## src/rtl/sram_like_pkg.sv

```systemverilog
// Shared definitions for the sram_like slave: access-size encodings, the
// response-queue entry layout and the byte-lane write-enable helper.
// The optional response delay is enabled by defining SRAM_LIKE_DELAY_EN.
package sram_like_pkg;

    localparam logic [1:0] SIZE_BYTE = 2'b00;
    localparam logic [1:0] SIZE_HALF = 2'b01;
    localparam logic [1:0] SIZE_WORD = 2'b10;

    typedef struct packed {
        logic        filled;
        logic        wr;
        logic [31:0] data;
    } resp_entry_t;

    // Byte-lane enables for a write of the given size at the given byte offset.
    // Size 2'b11 is treated like a full word.
    function automatic logic [3:0] size_to_wen(input logic [1:0] size, input logic [1:0] off);
        logic [3:0] wen;
        case (size)
            SIZE_BYTE: wen = 4'b0001 << off;
            SIZE_HALF: wen = off[1] ? 4'b1100 : 4'b0011;
            default:   wen = 4'b1111;
        endcase
        return wen;
    endfunction

endpackage

```

## src/rtl/sram_like_resp_fifo.sv

```systemverilog
// Ordered response queue. Entries are allocated at acceptance, filled one
// cycle later with the SRAM read data (or zero for writes), and popped in
// allocation order. Pop clears the fill flag so a stale entry never looks
// ready once the queue wraps back to it.
module sram_like_resp_fifo
    import sram_like_pkg::*;
#(
    parameter int DEPTH = 2,
    parameter int PW    = $clog2(DEPTH),
    parameter int CW    = PW + 1
) (
    input  logic          clk,
    input  logic          rst,
    input  logic          alloc,
    input  logic          alloc_wr,
    input  logic          fill,
    input  logic [PW-1:0] fill_idx,
    input  logic [31:0]   fill_data,
    input  logic          pop,
    output logic [CW-1:0] count,
    output logic [PW-1:0] wr_idx,
    output logic [PW-1:0] rd_idx,
    output logic          head_filled,
    output logic [31:0]   head_data
);

    resp_entry_t   entries [DEPTH];
    logic [PW-1:0] wr_ptr;
    logic [PW-1:0] rd_ptr;
    logic [CW-1:0] cnt;

    // Pointer, occupancy and entry-state update.
    always_ff @(posedge clk) begin
        if (rst) begin
            wr_ptr <= '0;
            rd_ptr <= '0;
            cnt    <= '0;
            for (int i = 0; i < DEPTH; i++) begin
                entries[i].filled <= 1'b0;
            end
        end else begin
            if (alloc) begin
                entries[wr_ptr].filled <= 1'b0;
                entries[wr_ptr].wr     <= alloc_wr;
                wr_ptr                 <= wr_ptr + PW'(1);
            end
            if (fill) begin
                entries[fill_idx].filled <= 1'b1;
                entries[fill_idx].data   <= fill_data;
            end
            if (pop) begin
                entries[rd_ptr].filled <= 1'b0;
                rd_ptr                 <= rd_ptr + PW'(1);
            end
            case ({alloc, pop})
                2'b10:   cnt <= cnt + CW'(1);
                2'b01:   cnt <= cnt - CW'(1);
                default: cnt <= cnt;
            endcase
        end
    end

    assign count       = cnt;
    assign wr_idx      = wr_ptr;
    assign rd_idx      = rd_ptr;
    assign head_filled = entries[rd_ptr].filled;
    assign head_data   = entries[rd_ptr].wr ? 32'h0 : entries[rd_ptr].data;

endmodule

```

## src/rtl/sram_like_slave.sv

```systemverilog
// sram_like slave bridging an initiator to a synchronous SRAM with one-cycle
// read latency. Up to DEPTH requests may be outstanding; responses return in
// acceptance order. Defining SRAM_LIKE_DELAY_EN holds each ready response
// DELAY extra cycles; otherwise a response is given the cycle after acceptance.
module sram_like_slave
    import sram_like_pkg::*;
#(
    parameter int DEPTH = 2,
    parameter int DELAY = 3
) (
    input  logic        clk,
    input  logic        rst,
    input  logic        data_req,
    input  logic        data_wr,
    input  logic [1:0]  data_size,
    input  logic [31:0] data_addr,
    input  logic [31:0] data_wdata,
    output logic        data_addr_ok,
    output logic        data_data_ok,
    output logic [31:0] data_rdata,
    output logic        ram_en,
    output logic [3:0]  ram_wen,
    output logic [31:0] ram_addr,
    output logic [31:0] ram_wdata,
    input  logic [31:0] ram_rdata
);

    localparam int PW = $clog2(DEPTH);
    localparam int CW = PW + 1;

    logic          rst_q;
    logic          accept;
    logic          fill_pend;
    logic          fill_wr;
    logic [PW-1:0] fill_idx;
    logic [31:0]   fill_data;
    logic [CW-1:0] count;
    logic [PW-1:0] wr_idx;
    logic [PW-1:0] rd_idx;
    logic          head_filled;
    logic [31:0]   head_data;
    logic          head_ready;
    logic [31:0]   head_data_eff;
    logic          delay_ok;
    logic          pop;

    // Remember reset for one cycle so acceptance stays blocked right after it.
    always_ff @(posedge clk) begin
        rst_q <= rst;
    end

    // Full check uses the pre-pop count: no same-cycle bypass of a freeing slot.
    assign accept       = data_req && !rst && !rst_q && (count < CW'(DEPTH));
    assign data_addr_ok = accept;
    assign ram_en       = accept;
    assign ram_addr     = {data_addr[31:2], 2'b00};
    assign ram_wdata    = data_wdata;
    assign ram_wen      = (accept && data_wr) ? size_to_wen(data_size, data_addr[1:0]) : 4'b0000;

    // Track the entry whose SRAM data arrives next cycle; reset drops it.
    always_ff @(posedge clk) begin
        if (rst) begin
            fill_pend <= 1'b0;
            fill_wr   <= 1'b0;
            fill_idx  <= '0;
        end else begin
            fill_pend <= accept;
            fill_wr   <= data_wr;
            fill_idx  <= wr_idx;
        end
    end

    assign fill_data = fill_wr ? 32'h0 : ram_rdata;

    // Head is ready either from its stored copy or from the data arriving now.
    assign head_ready    = head_filled || (fill_pend && (fill_idx == rd_idx));
    assign head_data_eff = head_filled ? head_data : fill_data;

`ifdef SRAM_LIKE_DELAY_EN
    localparam int DW = (DELAY < 1) ? 1 : $clog2(DELAY + 1);

    logic          dly_armed;
    logic [DW-1:0] dly_cnt;
    logic [DW-1:0] dly_rem;

    // Cycles still to wait: full DELAY on the first ready cycle, then counts down.
    assign dly_rem  = dly_armed ? dly_cnt : DW'(DELAY);
    assign delay_ok = (dly_rem == '0);

    // Delay counter: armed when the head becomes ready, released on pop.
    always_ff @(posedge clk) begin
        if (rst) begin
            dly_armed <= 1'b0;
            dly_cnt   <= '0;
        end else if (pop) begin
            dly_armed <= 1'b0;
        end else if (head_ready) begin
            dly_armed <= 1'b1;
            dly_cnt   <= dly_rem - DW'(1);
        end
    end
`else
    assign delay_ok = 1'b1;
`endif

    assign pop          = head_ready && delay_ok && !rst;
    assign data_data_ok = pop;
    assign data_rdata   = pop ? head_data_eff : 32'h0;

    sram_like_resp_fifo #(
        .DEPTH (DEPTH)
    ) u_resp_fifo (
        .clk         (clk),
        .rst         (rst),
        .alloc       (accept),
        .alloc_wr    (data_wr),
        .fill        (fill_pend),
        .fill_idx    (fill_idx),
        .fill_data   (fill_data),
        .pop         (pop),
        .count       (count),
        .wr_idx      (wr_idx),
        .rd_idx      (rd_idx),
        .head_filled (head_filled),
        .head_data   (head_data)
    );

endmodule

```

## config.mk

```make
export PLATFORM = sky130hd
export DESIGN_NAME = sram_like_slave
export DESIGN_NICKNAME = d
export VERILOG_FILES = /design/src/rtl/sram_like_pkg.sv /design/src/rtl/sram_like_resp_fifo.sv /design/src/rtl/sram_like_slave.sv
export SDC_FILE = /design/constraint.sdc
export NUM_CORES = 1
export LEC_CHECK = 0
export BUFFER_PORTS_ARGS = -buffer_cell sky130_fd_sc_hd__buf_2
export CORE_MARGIN = 3
export CORE_UTILIZATION = 44
export CTS_CLUSTER_SIZE = 25
export DETAILED_ROUTE_END_ITERATION = 16
export GPL_TIMING_DRIVEN = 0
export PLACE_DENSITY = 0.81
export SLEW_MARGIN = 5
export SYNTH_ARGS = -nofsm -noshare
export SYNTH_HDL_FRONTEND = slang
export SYNTH_HIERARCHICAL = 1
export SYNTH_SLANG_ARGS = --single-unit
```

## constraint.sdc

```tcl
create_clock -name clk -period 4 [get_ports clk]
set_input_delay 0 -clock clk [delete_from_list [all_inputs] [get_ports clk]]
set_output_delay 0 -clock clk [all_outputs]
set_load 0.005 [all_outputs]
```

# == After elaboration in Yosys (flattened, before gate mapping) ==
# Memory sizes are Yosys's and may differ from the RTL's. A register that Yosys moved wholly into a read port is not among the register bits.
# Index checks and enable logic that the tools add are counted.
# classes
add_sub_neg,4
magnitude_cmp,1
eq_ne,4
shift,1
muxes,27
n_reduce_logical,13
# ops
cell,n
$mux W32,4
$mux W34,2
$reduce_or A34 Y1,2
$mux W1,15
$mux W4,2
$pmux W4 S2,1
$logic_and A1 B1 Y1,6
$mux W3,2
$eq A2 B1 Y1 const B,2
$pmux W2 S2,1
$shl A1 B2 Y4 const A,1
$add A1 B1 Y1 const B,2
$add A2 B1 Y2 const B,1
$eq A2 B2 Y1 const B,1
$logic_not A1 Y1,2
$logic_not A2 Y1,1
$lt A2 B2 Y1 const B,1
$reduce_bool A2 Y1,1
$sub A2 B1 Y2 const B,1
$eq A1 B1 Y1,1
$logic_or A1 B1 Y1,1
# totals
reg_bits,8
mem_bits_rw,68
input_bits,102
out_inout_bits,103
word_cells,58
n_memories,1
# mem_list
name,depth,width,rd,rd_clocked_by_memory_dff,write_ports,line_no,source
u_resp_fifo.entries,2,34,1,1,3,sram_like_resp_fifo.sv:27,resp_entry_t entries [DEPTH];

# == Longest topological paths before layout ==
# depth
depth_word,9
depth_mapped,11
ltp_nobuf,8

# == Modules after synthesis ==
# The synthesis kept the hierarchy.
# by_module_without_submodules
mod,n_inst,cells_each,area_each_um2,seq_area_each_um2
sram_like_resp_fifo,1,172,2802.7,2122.0
sram_like_slave,1,197,1452.6,80.1

# == Worst setup path after synthesis ==
# No wires, ideal clock.
# synth_timing
path_kind,register to register
startpoint,register fill_pend
endpoint,memory u_resp_fifo/entries[0][0] in the netlist's numbering (enable)
setup_time_ns,0.470
t_arrival_ns,2.833
path_slack_ns,0.697
stages_incl_launch_ff,2
cell_sequence,dfxtp_1 -> nor3b_1
# synth_lines
element,line_no,source
from (decl),sram_like_slave.sv:33,logic fill_pend;
from (signal assigned),sram_like_slave.sv:67,fill_pend <= accept;
to (decl),sram_like_resp_fifo.sv:27,

==> impl_metrics.env <==
export IMPL_outcome="finished, violations left"
export IMPL_violations="hold timing"
export IMPL_ys_types=32
export IMPL_drt_wl_total_um=9250
export IMPL_ys_async_sr_fraction=0
export IMPL_finalSetupViolations=0
export IMPL_gr_usage_all_layers=0.171
export IMPL_vdd_drop_max_mv=0.146
export IMPL_die_area_um2=10900
export IMPL_sequentialPowerShare=0.537
export IMPL_cts_reportedPaths_clkPinSlew_ns=0.07
export IMPL_maxUsedRoutingLayer="met4"
export IMPL_critPathKind="register to register"
export IMPL_hold_start="ram_rdata[9]"
export IMPL_power_density_nw_per_um2=304
export IMPL_critical_path_most_common_cell="buf_6"
export IMPL_netlist_area_um2=4260
export IMPL_slew_headroom=0.457
export IMPL_syn_inst=369
export IMPL_finalWorstSetupSlack_ns=1.50
export IMPL_synth_edf_count=66
export IMPL_wl_per_cell_um=13.7
export IMPL_initial_core_util=0.456
export IMPL_cts_path_max_buffers=2
export IMPL_drtIter0Drc=77
export IMPL_p_leak_nw=2.37
export IMPL_synth_seq_area_share=0.517
export IMPL_io_buffer_count=140
export IMPL_io_pins=205
export IMPL_switching_share=0.235
export IMPL_grt_pass1_wl_um=14800
export IMPL_worstMarginPinSlew_ns=0.814
export IMPL_cts_tree="built"
export IMPL_wl_met3_um=646
export IMPL_num_rows=35
export IMPL_crit_slowest_cell="mux2_2"
export IMPL_crit_buf_inv=4
export IMPL_syn_to_final_growth_pct=29.1
export IMPL_grt_max_degree=34
export IMPL_clk_latency_ns=0.34
export IMPL_worstPathCellList="buf_6 > mux2_2 > buf_6 > nor2b_1 > a31oi_4 > buf_6 > inv_2 > ha_1 > or3_1 > a21oi_1"
export IMPL_antenna_left=0
export IMPL_power_mw=1.67
export IMPL_grt_overflow=0
export IMPL_die_w_um=104
export IMPL_rsz0062_at_grt="no"
export IMPL_wl_met1_um=3600
export IMPL_max_freq_ghz=0.399
export IMPL_synth_area_per_cell_um2=11.5
export IMPL_slowest_delay_ns=0.35
export IMPL_drv_slew=0
export IMPL_cp_max_fo=10
export IMPL_numCtsBuffers=9
export IMPL_ys_ff_latch=77
export IMPL_h_tree_depth=3
export IMPL_utilization=0.589
export IMPL_dr_pass1_iters=4
export IMPL_yosysWarnings=6
export IMPL_fin_crit_ns=2.50
export IMPL_cp_data_required_time_ns=4.27
export IMPL_final_nets=646
export IMPL_fillerInstances=811
export IMPL_combinationalPowerShare=0.184
export IMPL_hold_violations=1
export IMPL_internal_power_mw=1.28
export IMPL_drv_cap=0
export IMPL_cp_arrival_ns=2.78
export IMPL_postPlaceCellArea_um2=5150
export IMPL_wl_met2_um=4930
export IMPL_detail_route_vias_per_cell=4.54
export IMPL_gp_congestion=0.720
export IMPL_cp_top_family="buffers and inverters"
export IMPL_endpoint_kind="register"
export IMPL_startpoint_type="register"
export IMPL_ys_flop_type="edfxtp_1"
export IMPL_p_sw_uw=392
export IMPL_cts_root_buf="clkbuf_8"
export IMPL_layout_drive_gt1_share=0.439
export IMPL_p_clk_frac=0.278
export IMPL_die_h_um=104
export IMPL_vias=3068
export IMPL_clock_skew_ns=0.00610
export IMPL_cts_setup_buffers=0
export IMPL_hp_class="primary input to register"
export IMPL_grt_pass1_vias=3069
export IMPL_place_ws_ns=1.49
export IMPL_num_antenna_cells=0
export IMPL_cts_sinks=77
export IMPL_min_period_over_period=0.626
export IMPL_drc=0
export IMPL_core_um2=9330
export IMPL_hpwl_um=6820
export IMPL_antenna_found_initial=0
export IMPL_finalInstanceArea_um2=5490
export IMPL_timing_hold_ws_ns=-0.000514
==> worst register-to-register path, cell delays in order (launching register included) <==
cell and delay (ns):
dfxtp_1 0.32, buf_6 0.13, mux2_2 0.35, buf_6 0.14
nor2b_1 0.14, a31oi_4 0.28, buf_6 0.20, inv_2 0.07
ha_1 0.31, or3_1 0.35, a21oi_1 0.15
==> metrics by stage <==
stage / cells / TNS [ns]
3_5_place_dp: 642 / 0
5_1_grt: 676 / 0
4_1_cts: 676 / 0
3_3_place_gp: 639 / -20.51
6_report: 676 / 0
2_1_floorplan: 370 / 0
==> state kept, by name, indices dropped and copies added, names as in the netlist, named ones only <==
signal	flops
u_resp_fifo/rd_idx	1
u_resp_fifo/count	2
fill_pend	1
fill_wr	1
u_resp_fifo/wr_idx	1
fill_idx	1
u_resp_fifo/entries	68
rst_q	1
==> cell type report <==
cell class	instances	area, um^2	share of cell area
Sequential cell	77	2200	0.401
Multi-Input combinational cell	203	1410	0.256
Timing Repair Buffer	162	917	0.167
Buffer	83	632	0.115
Tap cell	129	161	0.0294
Clock buffer	11	131	0.0239
Inverter	7	26.3	0.00478
Clock inverter	4	16.3	0.00296
==> what timing repair did <==
action,4_1_cts,5_1_grt
resized for setup,0,0
hold buffers,19,0
hold endpoints to repair,38,0
==> cells in the mapped netlist (2+ instances only) <==
cell type  instances  area [um^2]
clkbuf_4           2         15.0
clkbuf_1           3         11.3
o21ai_0            3         15.0
edfxtp_1          66         1980
a31oi_1            4         25.0
nand2_1            3         11.3
nor2b_1           14         87.6
nor2_1            69          259
mux2i_1           64          641
inv_1              6         22.5
xnor2_1            3         26.3
and2b_1           21          158
a21oi_1            6         30.0
buf_2              4         20.0
nand2b_1           2         12.5
buf_4             66          495
dfxtp_1           11          220
buf_6              8         90.1
==> path summary, 6_finish.rpt <==
path                                    end  cells past startpoint  slack [ns]
setup / recovery       u_resp_fifo/count[1]                     10        1.50
hold / removal    u_resp_fifo/entries[1][9]                      2     -0.0005
setup reg to reg       u_resp_fifo/count[1]                     10        1.50
hold reg to reg                   fill_pend                      1        0.45
==> layer usage <==
layer,track usage,up-vias
met5,0,-
met1,0.193,1393
li1,-,1536
met3,0.0540,8
met4,0.0475,0
met2,0.309,131
==> cell families (layout without fill, tap and decap cells) <==
family	after synthesis	in the layout	share of synthesized area
muxes	66	66	0.157
DFF	77	77	0.517
other	1	2	0.000881
and+or+nand+nor	116	116	0.138
adders and majority gates	1	1	0.00294
AOI/OAI and AO/OA	14	14	0.0215
buffers and inverters	90	267	0.155
xor gates and xnor gates	4	4	0.00823
==> power groups by stage <==
stage,clock network (mW),logic [mW],registers (mW)
floorplan,0,0.200,0.913
detailed placement,0,0.297,0.914
global placement,0,0.288,0.914
global route,0.519,0.342,0.897
finish,0.464,0.308,0.897
CTS,0.477,0.312,0.896
==> layout by cell type, fill, tap and decap left out, types with 3 or more instances in the layout <==
cell | synthesis | routed
and2b_1 | 21 | 21
buf_2 | 4 | 144
dfxtp_1 | 11 | 11
nor2b_1 | 14 | 14
nor2_1 | 69 | 69
clkbuf_1 | 3 | 5
a21oi_1 | 6 | 6
o21ai_0 | 3 | 3
nand2_1 | 3 | 3
clkinv_1 | 0 | 3
buf_6 | 8 | 9
a31oi_1 | 4 | 4
buf_4 | 66 | 68
edfxtp_1 | 66 | 66
dlygate4sd3_1 | 0 | 19
xnor2_1 | 3 | 3
clkbuf_8 | 0 | 9
mux2i_1 | 64 | 64
inv_1 | 6 | 6
(Power assumes the default switching activity.)
